`config.mk`:
```
export PLATFORM = sky130hd
export DESIGN_NAME = uart_rx
export DESIGN_NICKNAME = d
export VERILOG_FILES = /design/src/rtl/uart_rx.sv
export SDC_FILE = /design/constraint.sdc
export NUM_CORES = 1
export LEC_CHECK = 0
export CAP_MARGIN = 10
export CORE_MARGIN = 1
export CORE_UTILIZATION = 44
export DETAILED_ROUTE_END_ITERATION = 6
export DONT_BUFFER_PORTS = 1
export MAX_ROUTING_LAYER = met4
export PLACE_DENSITY = 0.55
export SYNTH_ARGS = -nofsm -noshare
export SYNTH_HDL_FRONTEND = slang
export SYNTH_SLANG_ARGS = --single-unit
```
`constraint.sdc`:
```
create_clock -name clk_i -period 2.62 [get_ports clk_i]
set_input_delay 0.262 -clock clk_i [delete_from_list [all_inputs] [get_ports clk_i]]
set_output_delay 0.262 -clock clk_i [all_outputs]
set_load 0.01 [all_outputs]
```
`src/rtl/uart_rx.sv`:
```
// uart_rx: 8N1 serial receiver with a one-entry valid/ready output buffer.
// Mid-bit sampling from a synchronized line; frame-error and overrun pulses.
module uart_rx #(
    parameter int CLKS_PER_BIT = 868
) (
    input  logic       clk_i,
    input  logic       nreset_i,
    input  logic       rx_i,
    output logic [7:0] rx_data_o,
    output logic       valid_o,
    input  logic       ready_i,
    output logic       frame_err_o,
    output logic       overrun_o
);

    localparam int HALF = CLKS_PER_BIT / 2;
    localparam int CW   = $clog2(CLKS_PER_BIT);

    localparam logic [CW-1:0] HALF_M1 = CW'(HALF - 1);
    localparam logic [CW-1:0] BIT_M1  = CW'(CLKS_PER_BIT - 1);

    typedef enum logic [2:0] {
        IDLE,
        START,
        DATA,
        STOP,
        WAIT_IDLE
    } state_t;

    state_t        state;
    logic          rx_m;
    logic          rx_s;
    logic [CW-1:0] cnt;
    logic [2:0]    bit_idx;
    logic [7:0]    shift;

    // two-flop synchronizer; idles high so reset never looks like a start bit
    always_ff @(posedge clk_i or negedge nreset_i) begin
        if (!nreset_i) begin
            rx_m <= 1'b1;
            rx_s <= 1'b1;
        end else begin
            rx_m <= rx_i;
            rx_s <= rx_m;
        end
    end

    // frame FSM plus output buffer; flags are single-cycle registered pulses
    always_ff @(posedge clk_i or negedge nreset_i) begin
        if (!nreset_i) begin
            state       <= IDLE;
            cnt         <= '0;
            bit_idx     <= '0;
            shift       <= '0;
            rx_data_o   <= '0;
            valid_o     <= 1'b0;
            frame_err_o <= 1'b0;
            overrun_o   <= 1'b0;
        end else begin
            frame_err_o <= 1'b0;
            overrun_o   <= 1'b0;
            if (valid_o && ready_i) begin
                valid_o <= 1'b0;
            end
            unique case (state)
                IDLE: begin
                    if (!rx_s) begin
                        state <= START;
                        cnt   <= '0;
                    end
                end
                START: begin
                    if (cnt == HALF_M1) begin
                        cnt     <= '0;
                        bit_idx <= '0;
                        state   <= rx_s ? IDLE : DATA;
                    end else begin
                        cnt <= cnt + 1'b1;
                    end
                end
                DATA: begin
                    if (cnt == BIT_M1) begin
                        cnt            <= '0;
                        shift[bit_idx] <= rx_s;
                        if (bit_idx == 3'd7) begin
                            state <= STOP;
                        end else begin
                            bit_idx <= bit_idx + 3'd1;
                        end
                    end else begin
                        cnt <= cnt + 1'b1;
                    end
                end
                STOP: begin
                    if (cnt == BIT_M1) begin
                        cnt <= '0;
                        if (rx_s) begin
                            // a byte being accepted this edge frees the slot
                            if (!valid_o || ready_i) begin
                                rx_data_o <= shift;
                                valid_o   <= 1'b1;
                            end else begin
                                overrun_o <= 1'b1;
                            end
                            state <= IDLE;
                        end else begin
                            frame_err_o <= 1'b1;
                            state       <= WAIT_IDLE;
                        end
                    end else begin
                        cnt <= cnt + 1'b1;
                    end
                end
                WAIT_IDLE: begin
                    if (rx_s) begin
                        state <= IDLE;
                    end
                end
                default: begin
                    state <= IDLE;
                end
            endcase
        end
    end

endmodule

```
==> summary.txt <==
Flow run
  • Max Cap Violations: 0

Timing
  • Final max-slew violation count: 0
  • RSZ-0062 raised after global routing: no
  • Setup violators final: 0
  • Hold Vio Cnt, Final: 0
  • Worst hold margin: between 0.2 and 0.25 ns
  • Fmax: between 0.4 and 0.5 GHz
  • Fin Setup TNS: 0 ns
  • Setup clock skew after layout: approximately 0.0094 ns
  • Minimum clock period after layout: around 2.2 ns
  • Part of the cycle the worst path needs: between 80% and 90%
  • Slew @ Worst Pin: a little under 1 ns
  • Remaining max-slew budget at the tightest pin: 34.88%

GRT
  • Antenna violations before repair: 0
  • Largest net degree at the start of global routing: 38
  • Wire length of the first global-routing pass: about 6200 um
  • Number of global-route vias before repair: about 1200
  • Total overflow reported by the global router: 0
  • Gr usage total: between 10% and 20%

Detailed routing
  • Total Wirelength: 3663 um
  • Remaining DRCs: 0
  • First-pass iteration count of the detailed router: 5
  • Via count of the routed design: around 1300
  • Wirelength per Cell: around 17 um
  • Number of DRC markers in iteration 0: around 120
  • Post-DR vias/cell: approximately 5.9
  • Routed Antenna Nets: 0

Placement
  • Count of buffers inserted at the top-level ports: 0
  • Detailed-placement wirelength estimate: ~2500 um
  • Final estimated routing congestion in global placement: around 0.9

Yosys
  • Total of warnings raised by yosys: 0
  • Average size of a mapped cell: 11.32 sq um
  • Share of the synthesized area in the top cell type: roughly 46%
  • Synthesized flop and latch total: 37
  • Number of instances in the synthesized netlist: around 170
  • Cell accounting for the most synthesized area: sky130_fd_sc_hd__dfrtp_1
  • Sequential area share after synthesis: 48.82%
  • Mapped Nets: about 180
  • Post-Synthesis Cell Area: 1902 sq um
  • Top cells by area, synth: sky130_fd_sc_hd__dfrtp_1, sky130_fd_sc_hd__mux2_2, sky130_fd_sc_hd__nand2_1, sky130_fd_sc_hd__dfstp_2, sky130_fd_sc_hd__ha_1
  • Ys flop type: sky130_fd_sc_hd__dfrtp_1
  • Post-synthesis async set-or-reset flop share: 100.0%
  • Number of unique standard cell types used by synthesis: between 50 and 60
  • Number of flops mapped to enable cells by yosys: 0

Clocking
  • Skew-Pair Late Insertion Delay: slightly below 0.3 ns
  • Master cell of the clock root buffer: sky130_fd_sc_hd__clkbuf_8
  • CTS hold repair buffers: 3
  • CTS buffer count: 5
  • Number of gates given a new drive strength after cts: 0
  • TritonCTS clock tree: done
  • Clock tree buffer depth: 2
  • Total number of clock tree sinks: 37
  • Post CTS Setup Buffer Count: 0
  • Clock input transition at the sequential cells of the worst setup and hold paths: 0.08 ns
  • Level count of the clock H-tree: 2

Run status
  • Outcome: completed

Worst setup path
  • Startpoint types: register
  • Ordered list of cells on the worst path: ha_1 > nand4b_1 > or4_4 > a21oi_4 > mux2_4
  • Slowest stage cell on the critical path: sky130_fd_sc_hd__or4_4
  • Path type of the worst setup path: reg2reg
  • Delay of the slowest critical-path stage: a little under 0.6 ns
  • Endpoint type of the worst setup path: register
  • Required time at the worst-slack endpoint: about 2.8 ns
  • Maximum fanout along the worst path: 6
  • Data arrival, critical path: 2.35 ns

Finish
  • Layout cells sized above 1: 22.67%
  • Combined flip-flop and latch cell area: a little over 900 sq um
  • Top library cells by usage in the layout, fill and taps aside: sky130_fd_sc_hd__dfrtp_1, sky130_fd_sc_hd__mux2_2, sky130_fd_sc_hd__nand2_1
  • Net count, final: 179
  • Filler cells: between 300 and 400
  • Ant. Diodes: 0
  • P&R area growth vs syn: 9.079%
  • Commonest non-fill, non-tap cell in the layout: sky130_fd_sc_hd__dfrtp_1
  • Total area of multi-input combinational cells: around 910 sq um

Floorplanning
  • Chip Width: roughly 68 um
  • Die H: approximately 68 um
  • Total Die Area: 4589 sq um
  • Area of the core: approximately 4100 sq um
  • Boundary pin count: 15
  • Site Rows: 23
  • Starting Density: between 40 and 50%

Pwr
  • Static leakage: between 0.8 and 0.9 nW
  • Total Power Consumption: between 1 and 1.5 mW
  • Cell area power density: about 520 nW/um^2
  • Maximum ir drop on the vdd rail: 0.3087 mV

Worst hold path
  • Hold/Removal Path Class: in2reg
-- where the power goes --
group          switching (mW)  internal, mW  leakage, nW
Sequential            0.00391         0.574        0.495
Combinational          0.0120       0.00598        0.325
Clock                   0.204         0.283       0.0552
Total                   0.219         0.862        0.876
-- state kept, by name, indices dropped and copies added (netlist names) --
name         count
rx_s             1
bit_idx          3
rx_data_o        8
shift            8
overrun_o        1
cnt             10
state            3
frame_err_o      1
rx_m             1
valid_o          1
-- cell families (layout without fill, tap and decap cells) --
kind of cell	after synthesis	in the layout	synth area share (%)
simple gates	63	63	22.30
compound gates	29	29	10.92
fa+ha+maj	4	4	2.632
xor+xnor	1	1	0.4606
mux	19	19	11.32
flops	37	37	48.82
buf+inv	15	19	3.552
-- area by class of cell --
class                   count  area share (%)
inverters                   8           1.448
multi-input cells         116           43.67
repair buffers              3           1.930
well taps                  50           3.016
flip-flops and latches     37           44.75
clock inverters             2           1.689
clock buffers               6           3.498
-- worst max-delay path, delay by kind of cell (launching register included) --
kind	cells	cell delay [ns]
DFF	1	0.41
AOI/OAI and AO/OA	1	0.22
and+or+nand+nor	2	0.87
adders and majority gates	1	0.25
muxes	1	0.31
-- stage by stage --
stage | utilization, % | cells | area (sq um) | setup slack, ns
6_report | 50.77 | 222 | 2074 | 0.4509
5_1_grt | 50.77 | 222 | 2074 | 0.2449
4_1_cts | 50.77 | 222 | 2074 | 0.4274
3_5_place_dp | 47.15 | 211 | 1927 | 0.4224
3_3_place_gp | 47.15 | 211 | 1927 | 0.4900
2_1_floorplan | - | 168 | 1902 | 0.5879
-- routing by layer --
metal	track usage [%]	share of wire, %	up-vias
li1	-	-	628
met1	27.68	50	648
met2	25.99	45	36
met3	5.574	4.3	5
met4	9.574	1.6	0
met5	-	0	-
-- cell usage after synthesis, types with 3 or more instances --
cell / count
sky130_fd_sc_hd__inv_1: 8
sky130_fd_sc_hd__clkbuf_1: 4
sky130_fd_sc_hd__nand2_1: 15
sky130_fd_sc_hd__ha_1: 4
sky130_fd_sc_hd__nor2_1: 11
sky130_fd_sc_hd__mux2_2: 16
sky130_fd_sc_hd__o21ai_0: 6
sky130_fd_sc_hd__nand4_1: 4
sky130_fd_sc_hd__dfrtp_1: 35
sky130_fd_sc_hd__o211ai_1: 3
sky130_fd_sc_hd__nand3_1: 4
sky130_fd_sc_hd__o22ai_1: 3
sky130_fd_sc_hd__a21oi_1: 4
-- path summary, 6_finish.rpt --
| kind | slack, ns | start | cells after the start | endpoint |
|---|---|---|---|---|
| min in group asynchronous | 0.44 | nreset_i | 2 | state[2]$_DFFE_PN0P_ |
| max in group asynchronous | 1.92 | nreset_i | 2 | rx_s$_DFF_PN1_ |
| max | 0.45 | cnt[0]$_DFFE_PN0P_ | 5 | bit_idx[0]$_DFFE_PN0P_ |
| max reg2reg | 0.45 | cnt[0]$_DFFE_PN0P_ | 5 | bit_idx[0]$_DFFE_PN0P_ |
| min reg2reg | 0.37 | rx_m$_DFF_PN1_ | 0 | rx_s$_DFF_PN1_ |
| min | 0.21 | ready_i | 2 | overrun_o$_DFF_PN0_ |
(Power assumes the default switching activity.)
